<file path="config.mk">
export PLATFORM = sky130hd
export DESIGN_NAME = noc_rx_deser
export DESIGN_NICKNAME = d
export VERILOG_FILES = /design/src/rtl/noc_pkg.sv /design/src/rtl/noc_pkt_fifo.sv /design/src/rtl/noc_rx_deser.sv
export SDC_FILE = /design/constraint.sdc
export NUM_CORES = 1
export LEC_CHECK = 0
export ABC_AREA = 1
export CORE_MARGIN = 1
export CORE_UTILIZATION = 44
export DETAILED_ROUTE_END_ITERATION = 10
export GPL_TIMING_DRIVEN = 0
export PLACE_DENSITY_LB_ADDON = 0.2
export SKIP_LAST_GASP = 1
export SLEW_MARGIN = 20
export SYNTH_ARGS = -nofsm -noshare
export SYNTH_HDL_FRONTEND = slang
export SYNTH_SLANG_ARGS = --single-unit
</file>
<file path="constraint.sdc">
create_clock -name clk -period 2.27 [get_ports clk]
set_input_delay 0.227 -clock clk [delete_from_list [all_inputs] [get_ports clk]]
set_output_delay 0.227 -clock clk [all_outputs]
set_load 0.01 [all_outputs]
</file>
<file path="src/rtl/noc_pkg.sv">
// Shared types and constants for the NoC dual-rail receive path.
package noc_pkg;

   // Default packet geometry
   localparam int unsigned NOC_WID_DEF = 16;
   localparam int unsigned CNT_WID_DEF = 8;

   // Receive FSM state encoding
   typedef enum logic [1:0] {
      IDLE   = 2'b00,
      ACK_HI = 2'b01,
      ACK_LO = 2'b10,
      EMIT   = 2'b11
   } state_t;

   // Dual-rail symbol codes: rail 1 carries a one, rail 0 carries a zero
   localparam logic [1:0] DR_SPACER  = 2'b00;
   localparam logic [1:0] DR_ZERO    = 2'b01;
   localparam logic [1:0] DR_ONE     = 2'b10;
   localparam logic [1:0] DR_ILLEGAL = 2'b11;

endpackage

</file>
<file path="src/rtl/noc_pkt_fifo.sv">
// Synchronous packet FIFO with full/empty flags; head word is visible on o_data.
module noc_pkt_fifo #(
   parameter int unsigned WID   = 25,
   parameter int unsigned DEPTH = 4
) (
   input  logic           clk,
   input  logic           rst,
   input  logic           i_push,
   input  logic [WID-1:0] i_data,
   input  logic           i_pop,
   output logic [WID-1:0] o_data,
   output logic           o_full,
   output logic           o_empty
);

   localparam int unsigned AW = (DEPTH > 1) ? $clog2(DEPTH) : 1;

   logic [WID-1:0] r_mem [DEPTH];
   logic [AW-1:0]  r_wr_ptr;
   logic [AW-1:0]  r_rd_ptr;
   logic [AW:0]    r_count;
   logic           w_rd;
   logic           w_wr;

   assign o_full  = (r_count == (AW+1)'(DEPTH));
   assign o_empty = (r_count == '0);
   assign w_rd    = i_pop && !o_empty;
   // a push into a full FIFO is accepted only when a pop frees the slot in the same cycle
   assign w_wr    = i_push && (!o_full || w_rd);
   assign o_data  = r_mem[r_rd_ptr];

   // Storage, pointers and occupancy
   always_ff @(posedge clk) begin
      if (rst) begin
         r_wr_ptr <= '0;
         r_rd_ptr <= '0;
         r_count  <= '0;
         for (int unsigned i = 0; i < DEPTH; i++) begin
            r_mem[AW'(i)] <= '0;
         end
      end else begin
         if (w_wr) begin
            r_mem[r_wr_ptr] <= i_data;
            r_wr_ptr        <= r_wr_ptr + AW'(1);
         end
         if (w_rd) begin
            r_rd_ptr <= r_rd_ptr + AW'(1);
         end
         case ({w_wr, w_rd})
            2'b10:   r_count <= r_count + (AW+1)'(1);
            2'b01:   r_count <= r_count - (AW+1)'(1);
            default: r_count <= r_count;
         endcase
      end
   end

endmodule

</file>
<file path="src/rtl/noc_rx_deser.sv">
// Dual-rail NoC receive deserializer: 4-phase req/ack front end, MSB-first
// shift register, packet emit over valid/ready with ack-withholding backpressure.
// Build option: define NOC_RX_DESER_FIFO_EN for a DEPTH-entry output FIFO;
// otherwise a single output register holds one packet.
module noc_rx_deser
   import noc_pkg::*;
#(
   parameter int unsigned NOC_WID = NOC_WID_DEF,
   parameter int unsigned CNT_WID = CNT_WID_DEF,
   parameter int unsigned DEPTH   = 4
) (
   input  logic               clk,
   input  logic               rst,
   input  logic               i_rx_req,
   input  logic [1:0]         i_rx_d,
   output logic               o_rx_ack,
   output logic               o_out_valid,
   input  logic               i_out_ready,
   output logic [NOC_WID-1:0] o_out_data,
   output logic [CNT_WID-1:0] o_out_bits,
   output logic               o_out_err
);

   localparam int unsigned PKT_WID = 1 + CNT_WID + NOC_WID;

   if ((DEPTH < 2) || ((DEPTH & (DEPTH - 1)) != 0)) begin : g_depth_chk
      $error("noc_rx_deser: DEPTH must be a power of two >= 2");
   end

   state_t             r_state;
   state_t             w_state_nxt;
   logic [NOC_WID-1:0] r_sr;
   logic [CNT_WID-1:0] r_cnt;
   logic               r_err;
   logic               w_clr;
   logic               w_shift;
   logic               w_bad;
   logic               w_push;
   logic               w_slot_free;
   logic [PKT_WID-1:0] w_pkt;

   assign w_pkt    = {r_err, r_cnt, r_sr};
   assign o_rx_ack = (r_state == ACK_HI);

   // FSM state register
   always_ff @(posedge clk) begin
      if (rst) begin
         r_state <= IDLE;
      end else begin
         r_state <= w_state_nxt;
      end
   end

   // Next-state and datapath control decode
   always_comb begin
      w_state_nxt = r_state;
      w_clr       = 1'b0;
      w_shift     = 1'b0;
      w_bad       = 1'b0;
      w_push      = 1'b0;
      case (r_state)
         IDLE: begin
            w_clr = 1'b1;
            if (i_rx_req) begin
               w_state_nxt = ACK_HI;
            end
         end
         ACK_HI: begin
            case (i_rx_d)
               DR_ZERO, DR_ONE: begin
                  w_shift     = 1'b1;
                  w_state_nxt = ACK_LO;
               end
               DR_ILLEGAL: begin
                  w_bad       = 1'b1;
                  w_state_nxt = ACK_LO;
               end
               default: begin
                  // spacer with req low closes the packet
                  if (!i_rx_req) begin
                     if (w_slot_free) begin
                        w_push      = 1'b1;
                        w_state_nxt = IDLE;
                     end else begin
                        w_state_nxt = EMIT;
                     end
                  end
               end
            endcase
         end
         ACK_LO: begin
            if (i_rx_d == DR_SPACER) begin
               w_state_nxt = ACK_HI;
            end
         end
         EMIT: begin
            if (w_slot_free) begin
               w_push      = 1'b1;
               w_state_nxt = IDLE;
            end
         end
         default: begin
            w_state_nxt = IDLE;
         end
      endcase
   end

   // Shift register, saturating bit counter and sticky error flag
   always_ff @(posedge clk) begin
      if (rst || w_clr) begin
         r_sr  <= '0;
         r_cnt <= '0;
         r_err <= 1'b0;
      end else begin
         if (w_shift) begin
            r_sr <= {r_sr[NOC_WID-2:0], i_rx_d[1]};
            if (r_cnt != '1) begin
               r_cnt <= r_cnt + CNT_WID'(1);
            end
            if (r_cnt >= CNT_WID'(NOC_WID)) begin
               r_err <= 1'b1;
            end
         end
         if (w_bad) begin
            r_err <= 1'b1;
         end
      end
   end

`ifdef NOC_RX_DESER_FIFO_EN
   logic               w_full;
   logic               w_empty;
   logic [PKT_WID-1:0] w_head;

   assign w_slot_free = !w_full || (o_out_valid && i_out_ready);
   assign o_out_valid = !w_empty;
   assign {o_out_err, o_out_bits, o_out_data} = w_head;

   noc_pkt_fifo #(
      .WID   (PKT_WID),
      .DEPTH (DEPTH)
   ) u_fifo (
      .clk     (clk),
      .rst     (rst),
      .i_push  (w_push),
      .i_data  (w_pkt),
      .i_pop   (i_out_ready),
      .o_data  (w_head),
      .o_full  (w_full),
      .o_empty (w_empty)
   );
`else
   logic               r_valid;
   logic [PKT_WID-1:0] r_out;

   assign w_slot_free = !r_valid || i_out_ready;
   assign o_out_valid = r_valid;
   assign {o_out_err, o_out_bits, o_out_data} = r_out;

   // Single-entry output register; reload on push, clear valid on pop
   always_ff @(posedge clk) begin
      if (rst) begin
         r_valid <= 1'b0;
         r_out   <= '0;
      end else if (w_push) begin
         r_valid <= 1'b1;
         r_out   <= w_pkt;
      end else if (r_valid && i_out_ready) begin
         r_valid <= 1'b0;
      end
   end
`endif

endmodule

</file>
# Yosys cells after proc, flatten, opt, wreduce, memory -nomap -nowiden
# Cells that the tools add are included.
# Widths: inputs -> output; s select.
# word_totals
register_bits,53
in_bits,6
out_inout_bits,27
elab_cells,54
# classes
n_addsub,1
order_cmp,1
eq_ne,11
mux,21
n_reduce_logical,14
# op_table
cell,n
$mux 1,13
$mux 2,6
$add 8x1->8 const B,1
$eq 2x2->1 const B,4
$ge 8x5->1 const B,1
$ne 8x8->1 const B,1
$pmux 2 s4,1
$ne 2x2->1 const B,3
$reduce_bool 2->1,3
$eq 2x1->1 const B,2
$logic_not 2->1,2
$reduce_and 2->1,2
$reduce_and 4->1,1
$ne 3x3->1 const B,1
$reduce_or 3->1,1
$logic_or 1x1->1,2
$pmux 1 s2,1
$reduce_or 2->1,1
$logic_and 1x1->1,1
$logic_not 1->1,1

# Depth between registers and ports, before layout
# depth
word_depth,7
mapped_depth,9
ltp_nobuf,8

# Worst setup path after synthesis
# No wires, ideal clock.
# synth_path
kind,register -> register
start,register r_cnt[0]
end,register r_cnt[5]
setup_time_ns,0.117
arrival_time_ns,1.180
t_required_ns,2.153
slack_ns,0.973
stages_incl_launch_ff,10
path_buffers,1
synth_period_minus_slack_ns,1.297
path_cell_list,dfxtp_1 -> ha_1 -> nand2_1 -> nor2_1 -> nand2_1 -> buf_2 -> nand3_1 -> nand2_1 -> nand2_1 -> nor2_1
# synth_via
elab_chain_cells,2
word_cells_on_any_way,3
classes_between,add/sub (1); eq/ne (1); reduce/logical (1)
# synth_rtl
element,line_no,source
from (decl),noc_rx_deser.sv:33,logic [CNT_WID-1:0] r_cnt;
from (signal assigned),noc_rx_deser.sv:118,r_cnt <= r_cnt + CNT_WID'(1);
branches (longest 2 deep; another with $add 8x1->8),n/a,
# Several ways; the timed one is not identified.
# A chain may end at the register's enable or synchronous reset.

# Worst setup path after layout
# layout_path
start,register r_state[0]
end,output o_rx_ack
# layout_via
elab_chain_cells,1
# layout_rtl
element,line_no,source
from (decl),noc_rx_deser.sv:30,state_t r_state;
from (signal assigned),noc_rx_deser.sv:50,r_state <= w_state_nxt;
$eq 2x1->1,noc_rx_deser.sv:43,assign o_rx_ack = (r_state == ACK_HI);
to (decl),noc_rx_deser.sv:16,"output logic o_rx_ack,"
# Every way passes these cells.

==> impl_metrics.py <==
metrics = {
    "critical_path": {
        "cp_max_fo": 5,
        "path_cells": "nand2_4 > inv_1 > clkdlybuf4s50_1",
        "startpoint_type": "flop",
        "critical_path.top_delay_family": "buffers and inverters",
        "cp-end-kind": "output pin",
        "critical_path_arrival_ns": 1.53,
        "cp.buffers_inverters": 2,
        "crit_type": "reg -> out",
        "critPathRequiredTime_ns": 2.04,
        "slowest_delay_ns": 0.53,
        "critical_path.slowest_cell": "clkdlybuf4s50_1",
    },
    "routing": {
        "vias": 2082,
        "finalWirelength_mm": 5.04,
        "via_per_inst": 4.74,
        "drc_errors": 0,
        "wire_per_inst_um": 11.5,
        "antenna_left": 0,
        "drtIter0Drc": 66,
        "first_pass_iters": 4,
    },
    "global_route": {
        "antenna_found_initial": 0,
        "grtUsageTotal": 0.188,
        "grt_pass1_wl_mm": 8.20,
        "grt_max_degree": 17,
        "grt_pass1_vias": 1921,
        "grt-ovfl-total": 0,
    },
    "clock_tree": {
        "numCtsBuffers": 5,
        "cts_root_buf": "clkbuf_8",
        "cts.sink_count": 53,
        "clock_latency_ns": 0.31,
        "htree_num_levels": 2,
        "cts_buffer_depth": 2,
        "cts_setup_buffers": 0,
        "post_cts_resize_count": 0,
        "cts_tree": "done",
        "ctsHoldBuffers": 0,
        "clk_pin_slew_worst_paths_ns": 0.10,
    },
    "pwr": {
        "power_leakage_nw": 1.39,
        "p_total_w": 0.00234,
        "p_per_area_mw_per_mm2": 800,
        "ir_drop_mv": 0.495,
    },
    "yosys": {
        "synthAdderAreaFrac": 0.0261,
        "async_reset_ff_frac": 0,
        "synthesis.area_mm2": 0.00240,
        "synth.distinct_cells": 23,
        "synth-main-ff-cell": "dfxtp_1",
        "avgSynthCellArea_um2": 7.29,
        "ys_ff_latch": 53,
        "synth_mux_area_frac": 0,
        "synth_top_family_by_area": "simple AND/OR/NAND/NOR gates",
        "synth_edf_count": 0,
        "syn_nets": 340,
        "synthCells": 329,
        "yosys.area_share.simple": 0.384,
        "yosysSeqAreaShare": 0.442,
        "synth_xor_area_frac": 0,
        "synth_compound_area_frac": 0.0662,
        "ys_warn_count": 0,
    },
    "outcome": {
        "outcome": "complete, no violations",
    },
    "hold_path": {
        "hold_path.class": "reg -> reg",
    },
    "timing": {
        "fin_skew_ns": 0.00428,
        "timing.slew.headroom": 0.712,
        "worst-slew-pin-transition_ns": 0.432,
        "tns_ns": 0,
        "max_freq_ghz": 0.571,
        "finalMaxSlewViolations": 0,
        "post-route-period-util": 0.772,
        "fin_ws_ns": 0.517,
        "setup_viol": 0,
        "fin_crit_ns": 1.75,
        "hold_viol": 0,
        "rsz0062_at_grt": "no",
    },
    "floorplanning": {
        "dieArea_mm2": 0.00575,
        "die_w_um": 75.9,
        "core_mm2": 0.00517,
        "die_h_um": 75.9,
        "floorplan.initialDensity": 0.464,
        "num_rows": 26,
        "ioPinCount": 33,
    },
    "placement": {
        "io_buffers": 32,
        "gp_congestion": 0.824,
        "dp_hpwl_mm": 3.44,
        "placed_cells_incl_taps": 431,
        "place_ws_ns": 0.281,
    },
    "cells_and_area": {
        "area_growth_syn_to_layout_pct": 21.6,
        "multi_input_area_mm2": 0.00114,
        "nets": 379,
        "n_antenna_cell": 0,
        "fillers": 518,
        "regArea_mm2": 0.00106,
        "final_cells": 439,
        "drive_gt1_frac": 0.0867,
    },
    "run": {
        "drv_cap": 0,
    },
}
## report_power, final
group	leakage [nW]	internal [W]	switching, W
clock network	0.0554	0.000332	0.000322
logic	0.902	0.000278	0.000327
registers	0.430	0.00102	0.0000542
total	1.39	0.00163	0.000703
## worst reg2reg max path: stages (launching register included)
cell	delay (ns)
dfxtp_1	0.42
ha_1	0.24
nand2_1	0.10
nor2_1	0.17
nand2_1	0.09
buf_2	0.19
nand3_1	0.09
nand2_1	0.05
a21oi_1	0.13
## state kept, by name (all words and copies together) (netlist names)
name and cells:
o_out_valid 1, r_sr 16, r_err 1, r_state 2
r_out 25, r_cnt 8
## layout make-up
cell class                      count  share of cell area
Multi-Input combinational cell    234               0.392
Sequential cell                    53               0.363
Timing Repair Buffer               32               0.110
Inverter                           27              0.0347
Buffer                             15              0.0321
Tap cell                           70              0.0300
Clock buffer                        6              0.0249
Clock inverter                      2              0.0133
## per-layer routing
| metal | track usage | vias up | share of wire |
|---|---|---|---|
| met3 | 0.0397 | 7 | 0.035 |
| met5 | 0 | - | 0 |
| met2 | 0.335 | 41 | 0.46 |
| li1 | - | 1109 | - |
| met4 | 0.0617 | 0 | 0.019 |
| met1 | 0.224 | 925 | 0.49 |
## cell usage in the layout (no fill, tap or decap)
cell type and count:
nor3_1 1, clkdlybuf4s50_1 32, a31oi_1 2, clkbuf_2 1, buf_2 8, nor2_4 3
inv_2 4, nand3_1 9, buf_6 2, nor2_1 96, nor2_8 1, ha_1 5
bufinv_16 1, nand3b_1 26, clkinv_4 1, a21oi_1 6, inv_1 23, nand4_1 5
o21ai_0 20, clkbuf_1 2, nand2_4 1, nand2_2 1, nand2_1 57, a21oi_4 1
clkbuf_8 5, dfxtp_1 53, buf_4 3
## per-stage QoR
| step | instance area, um2 | util | hold WS [ns] |
|---|---|---|---|
| after floorplan | 2400 | - | 0.401 |
| final | 2920 | 0.564 | 0.499 |
| after detailed placement | 2810 | 0.543 | 0.483 |
| after global placement | 2810 | 0.543 | 0.463 |
| after global routing | 2920 | 0.564 | 0.529 |
| after CTS | 2920 | 0.564 | 0.498 |
## cells in the mapped netlist, types with 4 or more instances
cell	number	area share
nor2_1	96	0.15
a21oi_1	6	0.013
nand3_1	9	0.019
dfxtp_1	53	0.44
nand2_1	57	0.089
o21ai_0	20	0.042
nand3b_1	26	0.081
buf_2	8	0.017
inv_2	4	0.0063
nand4_1	5	0.013
ha_1	5	0.026
inv_1	23	0.036
## kinds of logic (layout without fill, tap and decap cells)
group,count (synthesis),count (layout)
simple gates,200,200
buf+inv,42,82
fa+ha+maj,5,5
compound gates,29,29
flops,53,53
## path summary, 6_finish.rpt
check                   from   endpoint  slack [ns]  depth (start not counted)
setup / recovery  r_state[0]   o_rx_ack        0.52                          3
setup reg to reg    r_cnt[1]   r_cnt[4]        0.74                          8
hold / removal      r_sr[15]  r_out[15]        0.50                          2
hold reg to reg     r_sr[15]  r_out[15]        0.50                          2
Note: power is estimated with default switching activity, not from simulation.
